File: src/rtl/mem_arbiter.sv
`default_nettype none
// ============================================================================
// Module      : mem_arbiter
// Description : Shares the single virtual memory bus between the instruction
//               fetch port and the load/store data port. One request is
//               served at a time; data wins over fetch unless a pending fetch
//               has been passed over STARVE_LIMIT times in a row.
// Revision    : 1.0 - initial release
// ============================================================================
module mem_arbiter #(
  parameter int MEM_LATENCY  = 1,
  parameter int STARVE_LIMIT = 4
) (
  input  logic        clk,
  input  logic        rst,
  // instruction fetch port
  input  logic        fetchReq_i,
  input  logic [31:0] fetchAddr_i,
  output logic [31:0] fetchRdata_o,
  output logic        fetchAck_o,
  // load/store port
  input  logic        dataReq_i,
  input  logic        dataWe_i,
  input  logic [31:0] dataAddr_i,
  input  logic [31:0] dataWdata_i,
  output logic [31:0] dataRdata_o,
  output logic        dataAck_o,
  // virtual memory bus
  output logic [31:0] addressVirt_o,
  output logic [31:0] dataInVirt_o,
  output logic        wEnVirt_o,
  input  logic [31:0] dataOutVirt_i,
  // status
  output logic        busy_o
);

  localparam logic [2:0] LAT_C    = 3'(MEM_LATENCY);
  localparam logic [3:0] STARVE_C = 4'(STARVE_LIMIT);

  typedef enum logic [1:0] {
    S_IDLE   = 2'd0,
    S_ACCESS = 2'd1,
    S_DONE   = 2'd2
  } state_t;

  state_t      state_q,      state_d;
  logic        ownerData_q,  ownerData_d;   // 1 = data port owns the bus
  logic        isStore_q,    isStore_d;
  logic [2:0]  latCnt_q,     latCnt_d;
  logic [3:0]  starveCnt_q,  starveCnt_d;
  logic [31:0] addr_q,       addr_d;
  logic [31:0] wdata_q,      wdata_d;
  logic        wEn_q,        wEn_d;
  logic [31:0] fetchRdata_q, fetchRdata_d;
  logic [31:0] dataRdata_q,  dataRdata_d;

  logic starved;
  logic grantFetch;
  logic grantData;

  // Arbitration: data first, except when the fetch has waited too long.
  always_comb begin
    starved    = (starveCnt_q == STARVE_C);
    grantFetch = fetchReq_i && (!dataReq_i || starved);
    grantData  = dataReq_i && !grantFetch;
  end

  // Next-state and datapath decode for the IDLE/ACCESS/DONE sequence.
  always_comb begin
    state_d      = state_q;
    ownerData_d  = ownerData_q;
    isStore_d    = isStore_q;
    latCnt_d     = latCnt_q;
    starveCnt_d  = starveCnt_q;
    addr_d       = addr_q;
    wdata_d      = wdata_q;
    wEn_d        = 1'b0;   // write strobe lasts only the first ACCESS cycle
    fetchRdata_d = fetchRdata_q;
    dataRdata_d  = dataRdata_q;

    case (state_q)
      S_IDLE: begin
        // A fetch that is not waiting has nothing to be starved of.
        if (!fetchReq_i) begin
          starveCnt_d = 4'd0;
        end
        if (grantFetch) begin
          ownerData_d = 1'b0;
          isStore_d   = 1'b0;
          addr_d      = fetchAddr_i;
          latCnt_d    = 3'd0;
          starveCnt_d = 4'd0;
          state_d     = S_ACCESS;
        end else if (grantData) begin
          ownerData_d = 1'b1;
          isStore_d   = dataWe_i;
          addr_d      = dataAddr_i;
          latCnt_d    = 3'd0;
          if (dataWe_i) begin
            wdata_d = dataWdata_i;
            wEn_d   = 1'b1;
          end
          // Count data grants that overtook a waiting fetch; saturating.
          if (fetchReq_i && !starved) begin
            starveCnt_d = starveCnt_q + 4'd1;
          end
          state_d = S_ACCESS;
        end
      end

      S_ACCESS: begin
        if (isStore_q) begin
          state_d = S_DONE;
        end else if (latCnt_q == LAT_C) begin
          // Read data is valid now; route it to whoever owns the bus.
          if (ownerData_q) begin
            dataRdata_d = dataOutVirt_i;
          end else begin
            fetchRdata_d = dataOutVirt_i;
          end
          state_d = S_DONE;
        end else begin
          latCnt_d = latCnt_q + 3'd1;
        end
      end

      S_DONE: begin
        // Requests are deliberately ignored here so the requester has a
        // cycle to drop or replace its request after the ack.
        state_d = S_IDLE;
      end

      default: begin
        state_d = S_IDLE;
      end
    endcase
  end

  // State and datapath registers with synchronous active-low reset.
  always_ff @(posedge clk) begin
    if (!rst) begin
      state_q      <= S_IDLE;
      ownerData_q  <= 1'b0;
      isStore_q    <= 1'b0;
      latCnt_q     <= 3'd0;
      starveCnt_q  <= 4'd0;
      addr_q       <= 32'd0;
      wdata_q      <= 32'd0;
      wEn_q        <= 1'b0;
      fetchRdata_q <= 32'd0;
      dataRdata_q  <= 32'd0;
    end else begin
      state_q      <= state_d;
      ownerData_q  <= ownerData_d;
      isStore_q    <= isStore_d;
      latCnt_q     <= latCnt_d;
      starveCnt_q  <= starveCnt_d;
      addr_q       <= addr_d;
      wdata_q      <= wdata_d;
      wEn_q        <= wEn_d;
      fetchRdata_q <= fetchRdata_d;
      dataRdata_q  <= dataRdata_d;
    end
  end

  // Output mapping: acks and busy decode directly from the state register.
  always_comb begin
    addressVirt_o = addr_q;
    dataInVirt_o  = wdata_q;
    wEnVirt_o     = wEn_q;
    fetchRdata_o  = fetchRdata_q;
    dataRdata_o   = dataRdata_q;
    fetchAck_o    = (state_q == S_DONE) && !ownerData_q;
    dataAck_o     = (state_q == S_DONE) &&  ownerData_q;
    busy_o        = (state_q != S_IDLE);
  end

endmodule
`default_nettype wire
File: config.mk
export PLATFORM = sky130hd
export DESIGN_NAME = mem_arbiter
export DESIGN_NICKNAME = d
export VERILOG_FILES = /design/src/rtl/mem_arbiter.sv
export SDC_FILE = /design/constraint.sdc
export NUM_CORES = 1
export LEC_CHECK = 0
export ABC_CLOCK_PERIOD_IN_PS = 2350
export CAP_MARGIN = 20
export CORE_MARGIN = 5
export CORE_UTILIZATION = 41
export CTS_BUF_LIST = sky130_fd_sc_hd__clkbuf_16
export DETAILED_ROUTE_END_ITERATION = 10
export GPL_TIMING_DRIVEN = 0
export PLACE_DENSITY = 0.91
export SLEW_MARGIN = 0
export SYNTH_ARGS = -nofsm -noshare
export SYNTH_HDL_FRONTEND = slang
export SYNTH_SLANG_ARGS = --single-unit
File: constraint.sdc
create_clock -name clk -period 2.35 [get_ports clk]
set_input_delay 0.235 -clock clk [delete_from_list [all_inputs] [get_ports clk]]
set_output_delay 0.235 -clock clk [all_outputs]
set_load 0.01 [all_outputs]
== Word level (Yosys, flattened, before mapping) ==
Cells that the tools add are included.

* Bitwise operators: 6
* Equality and inequality tests: 8
* $add $sub $neg: 2
* Reduce and logical (&&, ||, !) cells: 21
* Mux-type cells: 21

{| class="wikitable"
|+ Operators by type and width
! operator !! count
|-
| 2-to-1 mux 32 bit || 2
|-
| 2-to-1 mux 4 bit || 4
|-
| AND reduction 4 bit || 4
|-
| 2-to-1 mux 3 bit || 4
|-
| 2-to-1 mux 2 bit || 4
|-
| inequality test 3 bit, second input constant || 2
|-
| NOT 1 bit || 6
|-
| one-hot mux 3 bit (2 select lines) || 1
|-
| nonzero test 2 bit || 3
|-
| logical AND 1 bit || 5
|-
| 2-to-1 mux 1 bit || 5
|-
| adder 4 x 1 -> 4 bit, second input constant || 1
|-
| equality test 4 x 3 -> 1 bit, second input constant || 1
|-
| logical NOT 1 bit || 4
|-
| inequality test 2 bit, second input constant || 2
|-
| one-hot mux 2 bit (2 select lines) || 1
|-
| AND reduction 2 bit || 2
|-
| OR reduction 4 bit || 1
|-
| adder 3 x 1 -> 3 bit, second input constant || 1
|-
| equality test 3 x 1 -> 1 bit, second input constant || 1
|-
| equality test 2 x 1 -> 1 bit, second input constant || 1
|-
| equality test 2 bit, second input constant || 1
|-
| logical NOT 2 bit || 1
|-
| logical OR 1 bit || 1
|}

* Output and inout bits: 132
* Bits of input ports: 133
* Register bits after elaboration: 140
* Word-level logic and storage cells: 68

== Depth between registers and ports, before layout ==
Gate-level depths: netlist of the first run.

* Word-level depth: 8
* Gate-level depth with buffers: 7
* Mapped depth without buffers: 5

== Least setup slack after synthesis of the first run ==
Ideal clock, no wire load.

* Kind: flip-flop to flip-flop
* Start: reg state_q[0]
* End: reg fetchRdata_q[10], in the netlist fetchRdata_o[10]
* Path slack: 723 ps
* Required time: 2232 ps
* Setup time: 118 ps
* Arrival time: 1509 ps
* Stages on the path, launching flop included: 6
* Path buffers: 2
* Clock period less this slack: 1627 ps
* Cells stage by stage: dfxtp_1 or3b_4 or3_1 buf_6 buf_12 mux2i_1

* Word-level cells in the longest chain between the ends: 2

{| class="wikitable"
|+ RTL lines
! item !! RTL line !! source
|-
| start, declared || 46 || <nowiki>state_t state_q, state_d;</nowiki>
|-
| start signal, assigned || 153 || <nowiki>state_q <= state_d;</nowiki>
|-
| equality test 2 x 1 -> 1 bit || 81 || <nowiki>case (state_q)</nowiki>
|-
| AND reduction 4 bit (no line) || n/a ||
|-
| end signal, assigned || 161 || <nowiki>fetchRdata_q <= fetchRdata_d;</nowiki>
|-
| end, declared || 54 || <nowiki>logic [31:0] fetchRdata_q, fetchRdata_d;</nowiki>
|}

Every way passes these cells.
A chain may end at the register's enable or synchronous reset.

== Worst setup path in the final report of the first run ==
* Start: reg state_q[1]
* End: out busy_o

* Word-level cells in the longest chain between the ends: 1

{| class="wikitable"
|+ RTL lines
! item !! RTL line !! source
|-
| nonzero test 2 bit || 175 || <nowiki>busy_o = (state_q != S_IDLE);</nowiki>
|-
| end, declared || 34 || <nowiki>output logic busy_o</nowiki>
|}

Every way passes these cells.

==> results of run 1 <==
[final cells by class]
| type | count | share of cell area |
|---|---|---|
| inverters | 5 | 0.00207 |
| plain buffers | 48 | 0.0277 |
| clock buffers | 17 | 0.0469 |
| clock inverters | 13 | 0.0124 |
| well taps | 180 | 0.0248 |
| multi-input cells | 376 | 0.287 |
| repair buffers | 263 | 0.290 |
| flip-flops and latches | 140 | 0.309 |
[worst max path at each step]
stage | from | endpoint | slack (ps) | cells past startpoint
after floorplan | state_q[0] | fetchRdata_o[10] | 720 | 5
after global placement | fetchReq_i | addressVirt_o[30] | 20 | 5
final | state_q[1] | busy_o | 170 | 3
after global routing | state_q[1] | addressVirt_o[31] | 10 | 6
after CTS | state_q[1] | busy_o | 170 | 3
after detailed placement | fetchReq_i | addressVirt_o[24] | 40 | 5
[per-layer routing]
layer	track usage	vias up
met5	0	-
met4	0.0880	0
met3	0.0692	33
met2	0.366	222
met1	0.240	2483
li1	-	2569
[cell families after synthesis]
kind of cell             synth area share
buffers and inverters              0.0482
adder cells (fa/ha/maj)           0.00881
AND/OR/NAND/NOR                     0.149
AO/OA/AOI/OAI                       0.132
multiplexers                        0.169
flip-flops                          0.493
[synth_stat cells (2+ instances only)]
cell type,instances
mux2i_1,96
buf_12,3
nand2_1,166
nor2_1,2
nand4_1,3
a21oi_1,6
clkbuf_1,32
and3_1,2
nand4b_1,4
a31oi_1,2
nor3b_1,2
nand3b_1,2
a221o_1,32
dfxtp_1,140
a21boi_0,2
buf_2,12
o211a_1,32
ha_1,4
and4_1,2
inv_1,4
[worst reg2reg max path, delay by kind of cell (launching register included)]
| kind | cells | cell delay (ps) |
|---|---|---|
| buffers and inverters | 3 | 820 |
| AO/OA/AOI/OAI | 2 | 550 |
| flip-flops | 1 | 350 |
| AND/OR/NAND/NOR | 1 | 340 |
[flip-flops by register name, summed over array words and instances (netlist names)]
signal / flops
state_q: 2
isStore_q: 1
wEnVirt_o: 1
addressVirt_o: 32
dataRdata_o: 32
latCnt_q: 3
dataInVirt_o: 32
fetchRdata_o: 32
ownerData_q: 1
starveCnt_q: 4
[report_power, final]
part | total [mW] | switching, mW | internal [mW] | leakage (nW)
sequential | 2.56 | 0.0711 | 2.49 | 1.14
combinational | 0.952 | 0.413 | 0.539 | 2.46
clock | 2.46 | 0.944 | 1.52 | 0.270
total | 5.98 | 1.43 | 4.55 | 3.87
[stage by stage]
stage          worst slack, ps  total power [mW]  cell area, µm²
6_report                   171              5.98            9070
3_5_place_dp              44.3              3.57            8540
3_3_place_gp              20.2              3.55            8540
5_1_grt                   11.9              6.24            9070
2_1_floorplan              723              3.00            5680
4_1_cts                    168              6.03            9070
==> reports/metrics.cfg, run 1 <==
[power]
power.density_nw_per_um2=659
p_leak_nw=3.87
max-vdd-ir-drop_mv=0.407

[routing]
wl_met3_um=1460
wl_met2_um=8630
wirelength_um=17600
routed_via_density=5.09
wirelength_met1_um=7100
highest_layer=met4
num_vias=5307
drc_errors=0
ant_nets=0
drt_iter0_drc=161
drt-pass1-iter-count=4
wire_per_inst_um=16.9

[critical_path]
worstSetupPathType=reg2out
slowest_stage=clkdlybuf4s50_1
r2r_cells=6
path_cells=nor2_2 -> inv_1 -> clkdlybuf4s50_1
slowest_delay_ps=560
crit_buf_inv=2
end_kind=primary output
required_ps=2120
reg2reg_slack_ps=180
r2r_start=state_q[1]
critical-path-top-delay-family=buffers and inverters
cp.arrival_ps=1940
critPathLaunchType=flip-flop
r2r_end=addressVirt_o[12]
cp_max_fo=11

[logic_synthesis]
synth_edf_count=0
netlist_instances=570
synth_top_area_share=0.493
synth_warnings=0
synthDistinctLibCells=42
netlist_area_um2=5680
synth_top_area_cell=dfxtp_1
syn-num-nets=707
ys_seq_elements=140
yosysSeqAreaShare=0.493
synthFlopType=dfxtp_1
syn-mean-instance-area_um2=9.97
synth_top_cells_by_area=dfxtp_1, mux2i_1, nand2_1
synthArstFlopShare=0

[floorplan]
die_area_um2=16300
ioPinCount=265
initial_core_util=0.414
die_w_um=128
dieHeight_um=128
core-area_um2=13700
std_cell_rows=43

[placed_design]
routabilityCongestion=0.798
io_buffers=263
hpwl_um=13500
dp_cells=1013

[min_path]
min_path_type=in2reg
hold_path_end=starveCnt_q[1]
min-delay-start=rst
whs_path_depth=3

[cts]
cts_tree=yes
cts_buffers=17
cts_root_buffer=clkbuf_16
cts-htree-levels=4
hold_buffers=0
cts_resized=0
clkTransAtPathRegs_ps=60
clk_latency_ps=410
clock_sinks=140
postCtsSetupRepairBufs=0
cts_buffer_depth=2

[sta]
skew_ps=8.19
relSlewSlack=0.565
grt_setup_unrepaired=false
min_period_ps=2180
tns_ps=0
setup_violations=0
tightestPinTransition_ps=652
holdWs_ps=363
slew_viol_final=0
final_hold_viol_count=0
fmax_ghz=0.459
fin_crit_sh=0.927

[run]
cap_violations=0

[global_routing]
grt_first_pass_wirelength_um=27600
antenna_found_initial=0
grt_pass1_vias=5448
grt_use_total=0.212
grt_max_degree=17
grt_overflow=0

[final_layout]
num_antenna_cells=0
drive_gt1_frac=0.0557
fillers=1117
multi_input_area_um2=2610
syn_to_final_growth_pct=59.7
ff_latch_area_um2=2800
layout_commonest_cell=clkdlybuf4s50_1
final_core_util=0.661
nets=988
final_cell_mix=clkdlybuf4s50_1, nand2_1, dfxtp_1
stdcell_count=1042

[outcome]
outcome=complete, no violations

No activity file was read; power rests on OpenSTA's default activity.
==> run 2, diff against run 1 <==
CELL_PAD_IN_SITES_DETAIL_PLACEMENT = 0   (was default)
CELL_PAD_IN_SITES_GLOBAL_PLACEMENT = 1   (was default)
CORE_UTILIZATION = 30   (was 41)
==> run 2 against run 1 <==
First-iteration DRC count is 0.62% lower. Sequential share of layout area is 0.36 points lower. Routed wire length is 3.2% higher. Highest routed layer unchanged. Largest cell class unchanged. Largest power group is now clock. Register-to-register slack better by 160 ps. Critical endpoint unchanged. Critical path type unchanged.
==> reports/metrics.cfg, run 2 (same netlist as run 1, synthesis figures left out) <==
[floorplan]
std_cell_rows=50
ioPinCount=265
die_area_um2=21800
die_w_um=148
dieHeight_um=148
core-area_um2=18700
initial_core_util=0.304

[power]
p_sw_frac=0.251
seq_power_share=0.419
p_sw_mw=1.53
max-vdd-ir-drop_mv=0.451
p_leak_nw=3.87
power.density_nw_per_um2=667
internal_power_mw=4.59
clkPwrFrac=0.426
power_frac_comb=0.155

[critical_path]
r2r_cells=6
required_ps=2120
end_kind=primary output
cp_max_fo=11
r2r_start=state_q[1]
worstSetupPathType=reg2out
critPathLaunchType=flip-flop
cp.arrival_ps=1890
r2r_end=addressVirt_o[10]
reg2reg_slack_ps=340

[sta]
tightestPinTransition_ps=709
holdWs_ps=358
min_period_ps=2130
fin_crit_sh=0.905
fmax_ghz=0.470
final_hold_viol_count=0
skew_ps=9.90
grt_setup_unrepaired=false
relSlewSlack=0.528
tns_ps=0
setup_violations=0
slew_viol_final=0

[final_layout]
num_antenna_cells=0
stdcell_count=1098
layout_commonest_cell=clkdlybuf4s50_1
nets=988
drive_gt1_frac=0.0637
final_cell_mix=clkdlybuf4s50_1, nand2_1, dfxtp_1
fillers=1785
syn_to_final_growth_pct=61.6

[outcome]
outcome=complete, no violations

[global_routing]
met1_usage=0.186
grt_max_degree=17
use_met3=0.0763
met2_usage=0.276
grt_pass1_vias=5332
grt_overflow=0
grt_first_pass_wirelength_um=28300
busiest_layer=met2
antenna_found_initial=0
grt_use_total=0.163

[placed_design]
routabilityCongestion=0.787
dp_cells=1067
hpwl_um=13900
io_buffers=263

[cts]
postCtsSetupRepairBufs=0
clk_latency_ps=410
clock_sinks=140
cts_buffers=17
cts_buffer_depth=2
cts-htree-levels=4
cts_tree=yes
clkTransAtPathRegs_ps=60
cts_root_buffer=clkbuf_16
hold_buffers=0

[routing]
drc_errors=0
num_vias=5227
routed_via_density=4.76
drt-pass1-iter-count=4
drt_iter0_drc=160
wire_per_inst_um=16.6
wirelength_um=18200
ant_nets=0

[run]
cap_violations=0

[min_path]
hold_path_end=latCnt_q[1]
whs_path_depth=3
min_path_type=in2reg
min-delay-start=rst

run 2: cell types whose count changed in the layout (fill, tap and decap cells not counted), sizes merged:
cell      before  now
clkinv         7    9
clkinvlp       2    3
inv            7    6
run 2: per-stage QoR:
stage | util | setup WS, ps | power, mW | cell area (µm²)
after global placement | 0.460 | 120 | 3.57 | 8610
after CTS | 0.491 | 123 | 6.21 | 9180
after detailed placement | 0.460 | 109 | 3.58 | 8610
after floorplan | - | 723 | 3.00 | 5680
final | 0.491 | 222 | 6.12 | 9180
after global routing | 0.491 | 73.1 | 6.40 | 9180
run 2: worst max-delay path, stage by stage, from the launching register on:
cell and delay, ps:
dfxtp_1 470, nor2_4 110, inv_1 300, clkdlybuf4s50_1 610
run 2: layout make-up:
| type | instances | area (µm²) | area share |
|---|---|---|---|
| multi-input cells | 376 | 2610 | 0.284 |
| plain buffers | 48 | 251 | 0.0274 |
| repair buffers | 263 | 2630 | 0.287 |
| flip-flops and latches | 140 | 2800 | 0.305 |
| clock inverters | 15 | 146 | 0.0159 |
| inverters | 5 | 18.8 | 0.00204 |
| well taps | 234 | 293 | 0.0319 |
| clock buffers | 17 | 425 | 0.0463 |
run 2: how the worst max path moves through the flow:
| stage | from | endpoint | slack (ps) | cells past startpoint |
|---|---|---|---|---|
| detailed placement | fetchReq_i | addressVirt_o[28] | 110 | 5 |
| global route | state_q[1] | busy_o | 70 | 3 |
| CTS | state_q[1] | busy_o | 120 | 3 |
| floorplan | state_q[0] | fetchRdata_o[10] | 720 | 5 |
| global placement | fetchReq_i | addressVirt_o[25] | 120 | 5 |
| finish | state_q[0] | busy_o | 220 | 3 |
run 2: power groups by stage:
stage                     Clock [mW]  Sequential [mW]  Combinational (mW)
after floorplan                    0             2.65               0.350
after global placement             0             2.61               0.963
after detailed placement           0             2.61               0.965
after CTS                       2.68             2.56               0.969
after global routing            2.79             2.58                1.03
final                           2.61             2.56               0.952
run 2: layer usage:
metal  part of all wire  vias to the layer above
li1                   -                     2567
met1               0.42                     2447
met2               0.47                      201
met3              0.099                       12
met5                  0                        -
met4              0.010                        0
run 2: repair_timing:
action                                 CTS  global route
setup endpoints to repair                1             6
cloned                                   0             0
resized for setup                        0             1
pin swaps                                0             0
endpoints found under the hold margin    0             0
==> run 3, diff against run 2 <==
ABC_CLOCK_PERIOD_IN_PS = 1800   (was 2350)
CORE_UTILIZATION = 27   (was 30)
PLACE_DENSITY = 0.87   (was 0.91)
clock period = 1.8 ns   (was 2.35 ns; I/O delays follow)
==> run 3 against run 2 <==
Critical path depth increased by 2. Count of clock-buffer cells in the layout unchanged. Largest power group unchanged. First-iteration DRC count increased by 8.1%. Die area increased by 10%.
==> reports/metrics.cfg, run 3 (same netlist as run 1, synthesis figures left out) <==
[outcome]
outcome=complete, no violations

[routing]
wire_per_inst_um=16.3
routed_via_density=4.58
drc_errors=0
num_vias=5235
ant_nets=0
drt_iter0_drc=173
drt-pass1-iter-count=5
wirelength_um=18600

[critical_path]
reg2reg_slack_ps=90
worstSetupPathType=reg2reg
r2r_start=state_q[0]
required_ps=2090
cp.arrival_ps=2000
critPathLaunchType=flip-flop
slowest_stage=or3b_4
critical-path-top-delay-family=simple AND/OR/NAND/NOR gates
r2r_cells=5
slowest_delay_ps=420
crit_buf_inv=2
worst-path-stages=5
r2r_end=fetchRdata_o[22]
cp_max_fo=10
path_cells=or3b_4 -> or3_1 -> buf_6 -> buf_12 -> mux2i_1
end_kind=flip-flop

[final_layout]
final_core_util=0.449
final_area_um2=9380
num_antenna_cells=0
syn_to_final_growth_pct=65.0
nets=991
layout_commonest_cell=clkdlybuf4s50_1
final_cell_mix=clkdlybuf4s50_1, nand2_1, dfxtp_1
stdcell_count=1142
drive_gt1_frac=0.0784
fillers=2048

[power]
max-vdd-ir-drop_mv=0.519
seq_power_share=0.409
p_sw_mw=2.04
clkPwrFrac=0.435
internal_power_mw=6.16
p_total_mw=8.20
p_sw_frac=0.249
p_leak_nw=3.95
power.density_nw_per_um2=874
power_frac_comb=0.156

[sta]
fmax_ghz=0.584
relSlewSlack=0.542
slew_viol_final=0
skew_ps=5.99
final_hold_viol_count=0
tns_ps=0
fin_crit_sh=0.951
holdWs_ps=317
min_period_ps=1710
tightestPinTransition_ps=687
setup_slack_ps=89.0
setup_violations=0

[placed_design]
io_buffers=263
dp_cells=1108
routabilityCongestion=0.780
postPlaceCellArea_um2=8660
hpwl_um=14200
dp_slack_ps=-437

[cts]
cts_root_buffer=clkbuf_16
cts-htree-levels=4
clkTransAtPathRegs_ps=60
clock_sinks=140
cts_tree=yes
clk_latency_ps=410
cts_buffer_depth=2
cts_buffers=17

[floorplan]
die_area_um2=24000
std_cell_rows=53
core-area_um2=20900
die_w_um=155
dieHeight_um=155
initial_core_util=0.272
ioPinCount=265

[global_routing]
antenna_found_initial=0
grt_pass1_vias=5336
grt_max_degree=17
grt_first_pass_wirelength_um=29000
grt_use_total=0.151
grt_overflow=0

[min_path]
min_path_type=in2reg
min-delay-start=rst
hold_path_end=state_q[0]
whs_path_depth=3

[run]
cap_violations=0

[run 3: cell types whose count changed in the layout (fill, tap and decap cells not counted), moves of 5 or more]
cell | previous run | this run
buf_2 | 12 | 1
buf_6 | 1 | 6
clkbuf_4 | 0 | 5
clkbuf_1 | 31 | 26
buf_4 | 0 | 6
[run 3: worst min-delay path, cell delays in order]
cell	delay, ps
clkbuf_1	190
clkinv_1	250
a21oi_1	60
[run 3: layout make-up]
type	count	area, µm²	share of cell area
clock inverter	15	171	0.0183
multi-input combinational	376	2630	0.280
tap	275	344	0.0367
clock buffer	17	425	0.0454
timing repair buffer	266	2660	0.283
inverter	5	18.8	0.00200
buffer	48	328	0.0350
sequential	140	2810	0.299
[run 3: metal layers]
layer / global-route usage / part of all wire / vias up
met5: 0 / 0 / -
met4: 0.0471 / 0.018 / 0
met3: 0.0620 / 0.095 / 24
met2: 0.252 / 0.46 / 198
met1: 0.178 / 0.42 / 2439
li1: - / - / 2574
[run 3: how the worst max path moves through the flow]
stage	start	to	slack [ps]
2_1_floorplan	state_q[0]	fetchRdata_o[10]	170
3_3_place_gp	fetchReq_i	addressVirt_o[24]	-410
3_5_place_dp	fetchReq_i	addressVirt_o[22]	-440
4_1_cts	starveCnt_q[0]	dataInVirt_o[19]	9
5_1_grt	starveCnt_q[0]	addressVirt_o[14]	-0.06
6_report	state_q[0]	fetchRdata_o[22]	90
[run 3: power groups by stage]
stage	logic, mW	registers [mW]	clock network, mW
2_1_floorplan	0.457	3.46	0
3_3_place_gp	1.26	3.41	0
3_5_place_dp	1.26	3.41	0
4_1_cts	1.29	3.35	3.67
5_1_grt	1.39	3.37	3.83
6_report	1.28	3.35	3.57
[run 3: what timing repair did]
| action | in CTS | in global routing |
|---|---|---|
| setup endpoints to repair | 92 | 91 |
| gates resized for setup | 22 | 22 |
| pin swaps | 1 | 1 |
| setup buffers | 1 | 2 |
| hold buffers | 0 | 0 |
